### src/rtl/tour_pkg.sv
// Shared Knight-tour definitions: command encodings, headings, ack value and
// the command sequencer state type.
package tour_pkg;

  localparam logic [15:0] CAL_GYRO        = 16'h2000;
  localparam logic [3:0]  OP_MOVE         = 4'h4;
  localparam logic [3:0]  OP_MOVE_FANFARE = 4'h5;

  localparam logic [7:0] NORTH = 8'h00;
  localparam logic [7:0] WEST  = 8'h3F;
  localparam logic [7:0] SOUTH = 8'h7F;
  localparam logic [7:0] EAST  = 8'hBF;

  localparam logic [7:0] POS_ACK = 8'hA5;

  typedef enum logic [2:0] {
    StIdle,
    StLoad,
    StIssue,
    StWaitSnt,
    StWaitResp,
    StCheck,
    StErr
  } seq_state_e;

  function automatic logic [15:0] mk_cmd(input logic [3:0] opcode, input logic [7:0] heading,
                                         input logic [3:0] squares);
    return {opcode, heading, squares};
  endfunction

endpackage

### src/rtl/cmd_fifo.sv
// Synchronous command FIFO; pointers carry one extra wrap bit so full and empty
// are told apart without a separate count.
module cmd_fifo #(
  parameter int unsigned Depth = 16,
  parameter int unsigned Width = 16
) (
  input  logic             clk_i,
  input  logic             rst_ni,
  input  logic             push_i,
  input  logic [Width-1:0] wdata_i,
  input  logic             pop_i,
  input  logic             flush_i,
  output logic [Width-1:0] rdata_o,
  output logic             full_o,
  output logic             empty_o
);

  localparam int unsigned AW = $clog2(Depth);
  localparam logic [AW:0] PtrOne = {{AW{1'b0}}, 1'b1};

  logic [AW:0]      wr_ptr_q, wr_ptr_d;
  logic [AW:0]      rd_ptr_q, rd_ptr_d;
  logic [Width-1:0] mem_q [Depth];
  logic             do_push, do_pop;

  assign full_o  = (wr_ptr_q[AW] != rd_ptr_q[AW]) && (wr_ptr_q[AW-1:0] == rd_ptr_q[AW-1:0]);
  assign empty_o = (wr_ptr_q == rd_ptr_q);

  // Flush dominates: anything pushed in the flushing clock is discarded too.
  assign do_push = push_i && !full_o && !flush_i;
  assign do_pop  = pop_i && !empty_o && !flush_i;

  assign rdata_o = mem_q[rd_ptr_q[AW-1:0]];

  always_comb begin
    wr_ptr_d = wr_ptr_q;
    rd_ptr_d = rd_ptr_q;
    if (flush_i) begin
      wr_ptr_d = '0;
      rd_ptr_d = '0;
    end else begin
      if (do_push) wr_ptr_d = wr_ptr_q + PtrOne;
      if (do_pop)  rd_ptr_d = rd_ptr_q + PtrOne;
    end
  end

  always_ff @(posedge clk_i or negedge rst_ni) begin
    if (!rst_ni) begin
      wr_ptr_q <= '0;
      rd_ptr_q <= '0;
    end else begin
      wr_ptr_q <= wr_ptr_d;
      rd_ptr_q <= rd_ptr_d;
    end
  end

  always_ff @(posedge clk_i) begin
    if (do_push) mem_q[wr_ptr_q[AW-1:0]] <= wdata_i;
  end

endmodule

### src/rtl/rmt_cmd_seq.sv
// Plays a queue of Knight commands through RemoteComm one at a time, waiting
// for a positive acknowledge before issuing the next.
module rmt_cmd_seq #(
  parameter int unsigned DEPTH        = 16,
  parameter logic [23:0] RESP_TIMEOUT = 24'd4_000_000,
  parameter logic [7:0]  POS_ACK      = tour_pkg::POS_ACK
) (
  input  logic                   clk,
  input  logic                   rst_n,
  input  logic                   wr_en,
  input  logic [15:0]            wr_cmd,
  output logic                   full,
  output logic                   empty,
  input  logic                   start,
  input  logic                   abort,
  output logic [15:0]            cmd,
  output logic                   snd_cmd,
  input  logic                   cmd_snt,
  input  logic                   resp_rdy,
  input  logic [7:0]             resp,
  output logic                   busy,
  output logic                   done,
  output logic                   err,
  output logic [7:0]             err_resp,
  output logic [$clog2(DEPTH):0] cmds_done
);

  import tour_pkg::*;

  localparam int unsigned CW = $clog2(DEPTH) + 1;
  localparam logic [CW-1:0] CntOne = {{(CW-1){1'b0}}, 1'b1};
  localparam logic [23:0] TmoLast = RESP_TIMEOUT - 24'd1;

  seq_state_e    state_q, state_d;
  logic [15:0]   cmd_q, cmd_d;
  logic          snd_cmd_q, snd_cmd_d;
  logic          busy_q, busy_d;
  logic          done_q, done_d;
  logic          err_q, err_d;
  logic [7:0]    err_resp_q, err_resp_d;
  logic [CW-1:0] cmds_done_q, cmds_done_d;
  logic [23:0]   tmo_cnt_q, tmo_cnt_d;
  logic [7:0]    resp_q, resp_d;
  logic          abort_q, abort_d;

  logic          fifo_pop, fifo_flush;
  logic          fifo_full, fifo_empty;
  logic [15:0]   fifo_rdata;

  cmd_fifo #(
    .Depth (DEPTH),
    .Width (16)
  ) u_cmd_fifo (
    .clk_i   (clk),
    .rst_ni  (rst_n),
    .push_i  (wr_en),
    .wdata_i (wr_cmd),
    .pop_i   (fifo_pop),
    .flush_i (fifo_flush),
    .rdata_o (fifo_rdata),
    .full_o  (fifo_full),
    .empty_o (fifo_empty)
  );

  always_comb begin
    state_d     = state_q;
    cmd_d       = cmd_q;
    snd_cmd_d   = 1'b0;
    done_d      = 1'b0;
    err_d       = err_q;
    err_resp_d  = err_resp_q;
    cmds_done_d = cmds_done_q;
    tmo_cnt_d   = tmo_cnt_q;
    resp_d      = resp_q;
    fifo_pop    = 1'b0;
    fifo_flush  = 1'b0;

    case (state_q)
      StIdle: begin
        if (abort) begin
          fifo_flush = 1'b1;
        end else if (start) begin
          err_d       = 1'b0;
          err_resp_d  = 8'h00;
          cmds_done_d = '0;
          if (fifo_empty) done_d = 1'b1;
          else            state_d = StLoad;
        end
      end
      StLoad: begin
        cmd_d     = fifo_rdata;
        fifo_pop  = 1'b1;
        snd_cmd_d = 1'b1;
        state_d   = StIssue;
      end
      StIssue: state_d = StWaitSnt;
      StWaitSnt: begin
        if (cmd_snt) begin
          tmo_cnt_d = '0;
          state_d   = StWaitResp;
        end
      end
      StWaitResp: begin
        tmo_cnt_d = tmo_cnt_q + 24'd1;
        // A response arriving on the timeout clock still counts.
        if (resp_rdy) begin
          resp_d  = resp;
          state_d = StCheck;
        end else if (tmo_cnt_q == TmoLast) begin
          err_d      = 1'b1;
          err_resp_d = 8'h00;
          state_d    = StErr;
        end
      end
      StCheck: begin
        if (resp_q == POS_ACK) begin
          cmds_done_d = cmds_done_q + CntOne;
          if (abort_q || abort) begin
            fifo_flush = 1'b1;
            state_d    = StIdle;
          end else if (!fifo_empty) begin
            state_d = StLoad;
          end else begin
            done_d  = 1'b1;
            state_d = StIdle;
          end
        end else begin
          err_d      = 1'b1;
          err_resp_d = resp_q;
          state_d    = StErr;
        end
      end
      StErr: begin
        err_d      = 1'b1;
        fifo_flush = 1'b1;
        state_d    = StIdle;
      end
      default: state_d = StIdle;
    endcase

    abort_d = (state_d == StIdle) ? 1'b0 : (abort_q | abort);
    busy_d  = (state_d != StIdle);
  end

  always_ff @(posedge clk or negedge rst_n) begin
    if (!rst_n) begin
      state_q     <= StIdle;
      cmd_q       <= 16'h0000;
      snd_cmd_q   <= 1'b0;
      busy_q      <= 1'b0;
      done_q      <= 1'b0;
      err_q       <= 1'b0;
      err_resp_q  <= 8'h00;
      cmds_done_q <= '0;
      tmo_cnt_q   <= '0;
      resp_q      <= 8'h00;
      abort_q     <= 1'b0;
    end else begin
      state_q     <= state_d;
      cmd_q       <= cmd_d;
      snd_cmd_q   <= snd_cmd_d;
      busy_q      <= busy_d;
      done_q      <= done_d;
      err_q       <= err_d;
      err_resp_q  <= err_resp_d;
      cmds_done_q <= cmds_done_d;
      tmo_cnt_q   <= tmo_cnt_d;
      resp_q      <= resp_d;
      abort_q     <= abort_d;
    end
  end

  assign full      = fifo_full;
  assign empty     = fifo_empty;
  assign cmd       = cmd_q;
  assign snd_cmd   = snd_cmd_q;
  assign busy      = busy_q;
  assign done      = done_q;
  assign err       = err_q;
  assign err_resp  = err_resp_q;
  assign cmds_done = cmds_done_q;

endmodule

### config.mk
export PLATFORM = sky130hd
export DESIGN_NAME = rmt_cmd_seq
export DESIGN_NICKNAME = d
export VERILOG_FILES = /design/src/rtl/tour_pkg.sv /design/src/rtl/cmd_fifo.sv /design/src/rtl/rmt_cmd_seq.sv
export SDC_FILE = /design/constraint.sdc
export NUM_CORES = 1
export LEC_CHECK = 0
export CAP_MARGIN = 40
export CORE_ASPECT_RATIO = 1.4
export CORE_MARGIN = 2
export CORE_UTILIZATION = 56
export DETAILED_ROUTE_END_ITERATION = 8
export PLACE_DENSITY = 0.75
export SYNTH_ARGS = -nofsm -noshare
export SYNTH_HDL_FRONTEND = slang
export SYNTH_SLANG_ARGS = --single-unit
### constraint.sdc
create_clock -name clk -period 4.54 [get_ports clk]
set_input_delay 0.454 -clock clk [delete_from_list [all_inputs] [get_ports clk]]
set_output_delay 0.454 -clock clk [all_outputs]
set_load 0.02 [all_outputs]
==> metrics <==
# DRC=0; CTS Buf Count=31; Mapped Area=13,700 um^2; area grow syn2layout=16.3%; Period minus WS final=3770 ps; Critical Path RT=4090 ps; slew margin rel.=39.3%; crit path launch type=flop; syn_area_per_cell=16.0 um^2; Fillers=1,634; number of synthesis warnings=0; clk root buf=clkbuf_16; WP data arrival=3310 ps; post-cts hold buffer count=1; layout cells sized above 1=15.8%; Synth cell types=59; Bufs on Longest Clock Path=3; drt total wl=29.6 mm; # IOs=66; I/O Buffers=65; Core Box Area=24,100 um^2; flops & latches, synth=335; CP delay by family, top=buffers and inverters; Hold Slack=377 ps; pin count of the biggest net entering global routing=52; placed cell area=14,900 um^2; P_leak=5.61 nW; ant diodes=0; Critical Path Sink Type=output port; worst vdd ir=419 uV; Rows=67; power per cell area=607 nW/um^2; Hold Crit Class=in -> async; antenna violations before repair=0; RSZ-0062 raised after global routing=no; crit path max fanout=37; delay of the slowest critical-path stage=780 ps; reg2reg start=state_q[1]; critical path class=reg -> out; Final HPWL DP=19.0 mm; Seq/Total Area, Yosys=70.3%; outcome=completed; worst slew pin tran=909 ps; Buf/Inv on CP=2; global-route wire length before repair=46.2 mm; CP max-delay cell=clkdlybuf4s50_1; Total GRT Usage=23.7%; post-cts sizing count=0; DR pass1 iterations=5; Tot Pwr=9.69 mW; Final setup viols=0; CTS tree=yes; Starting Density=57.1%; post-synthesis instance total=860; Mapped Nets=898; final instance area=16,000 um^2; crit path from=u_cmd_fifo.rd_ptr_q[1]; Final nets=976; vias=7,888; number of global-route vias before repair=8,154; crit-path cells=xnor2_1 -> nand4_1 -> buf_4 -> nor2_2 -> clkdlybuf4s50_1; Die ar.=25,800 um^2; Die Ht=189 um; Post-synth ARST share=23.6%; Post-synth EDFFs=256; gr ovfl total=0; setup_tns=0 ps; sequential cell area=9670 um^2; Die X=136 um; antenna violation net count after detailed routing=0; Avg WL per Cell=23.2 um; clk slew on worst S/H paths=60 ps; Synth Flop Type=edfxtp_1; f_max=265 MHz; max-cap check violation count=0; initial drt markers=588; clock skew=14.4 ps; final worst path period share=83.0%; H-tree depth=1; clock sink count=335; Clock Latency Late Sink=560 ps; vias per cell=6.20; fin. max-slew vios=0; gpl congestion=0.810; area of the multi-input gates=3900 um^2; Post CTS Setup Buffer Count=0; Hold Vio Cnt, Final=0
worst reg2reg max path, delay by kind of cell, from the launching register on:
kind / cells / cell delay [ps]
AOI/OAI and AO/OA: 2 / 900
buffers and inverters: 2 / 620
DFF: 1 / 650
and+or+nand+nor: 2 / 610
power by group:
group	total [mW]	switching [mW]	leakage [nW]	internal (mW)
clock network	2.72	1.11	0.523	1.61
registers	4.17	0.404	3.32	3.76
logic	2.80	1.59	1.77	1.22
total	9.69	3.10	5.61	6.59
synth_stat cells, types with 8 or more instances:
master	instances	area share [%]
o31a_1	9	0.57
nand2_1	40	1.1
clkbuf_1	22	0.60
o22ai_1	32	1.5
nand4_1	10	0.46
dfrtp_1	79	14
mux2i_1	82	6.0
buf_2	17	0.62
mux4_2	32	5.2
o21ai_0	10	0.36
nor4_1	18	0.82
a22oi_1	19	1.0
edfxtp_1	256	56
nor2_1	31	0.85
o21ai_1	11	0.40
a31oi_1	8	0.36
nor3_1	19	0.69
mux2_2	8	0.66
a221o_1	8	0.58
nand3_1	23	0.84
a21oi_1	25	0.91
state kept, by name, indices dropped and copies added, names as in the netlist, 3 cells and up:
register             flops
cmd                     16
cmds_done                5
err_resp                 8
resp_q                   8
state_q                  3
tmo_cnt_q               24
u_cmd_fifo.mem_q       256
u_cmd_fifo.rd_ptr_q      5
u_cmd_fifo.wr_ptr_q      5
cells in the final DEF, fill, tap and decap left out, types with 4 or more instances in the layout:
cell	n
xor2_1	5
nand3b_1	5
inv_1	7
xnor2_1	5
ha_1	7
nor2_1	30
buf_4	28
a31oi_1	8
o31a_1	9
a221o_1	8
nand2b_1	5
or3_1	4
edfxtp_1	256
nor3_1	19
clkbuf_16	31
clkinvlp_4	4
a21oi_1	25
o21ai_0	10
o211ai_1	4
and3_1	6
clkbuf_8	4
o22ai_1	32
inv_6	4
clkdlybuf4s50_1	64
mux2i_1	82
mux2_2	8
and4_1	7
mux4_2	32
nor4_2	15
a22oi_1	19
bufinv_16	5
dfrtp_1	77
clkinv_2	4
nand3_1	23
o21ai_1	11
nand4_1	10
nand2_1	40
clkbuf_1	5
metal layers:
metal | GRT usage, % | share of wire, % | vias to the layer above
met1 | 29.5 | 38 | 3926
li1 | - | - | 3581
met5 | 0 | 0 | -
met2 | 42.2 | 52 | 306
met3 | 3.24 | 6.3 | 75
met4 | 8.53 | 3.4 | 0
final cells by class:
cell class                      count  share of cell area (%)
Sequential cell                   335                    60.5
Multi-Input combinational cell    467                    24.4
Timing Repair Buffer               95                    5.63
Clock buffer                       40                    5.32
Tap cell                          310                    2.43
Clock inverter                     18                    1.50
Inverter                            8                   0.188
stage by stage:
step                cells  utilization [%]  setup WS, ps
floorplan             860                -          1220
global placement     1212             61.7          1420
detailed placement   1214             61.9          1380
CTS                  1273             66.4           738
global route         1273             66.4           633
finish               1273             66.4           773
path summary, 6_finish.rpt:
check	end	slack [ps]	cells after the start
min	resp_q[3]	380	2
max	full	770	5
max in group asynchronous	cmd[10]	3560	3
min in group clk	tmo_cnt_q[21]	480	1
min reg2reg	tmo_cnt_q[21]	480	1
max reg2reg	u_cmd_fifo.mem_q[6][10]	1500	6
cells by family (layout without fill, tap and decap cells):
kind of cell,after synthesis,after routing,share of synthesized area [%]
XOR/XNOR,10,10,0.637
multiplexers,122,122,11.9
buffers and inverters,58,161,2.07
AO/OA/AOI/OAI,139,139,6.93
AND/OR/NAND/NOR,189,189,7.56
flip-flops,335,335,70.3
adder cells (fa/ha/maj),7,7,0.637
Note: power is estimated with default switching activity, not from simulation.
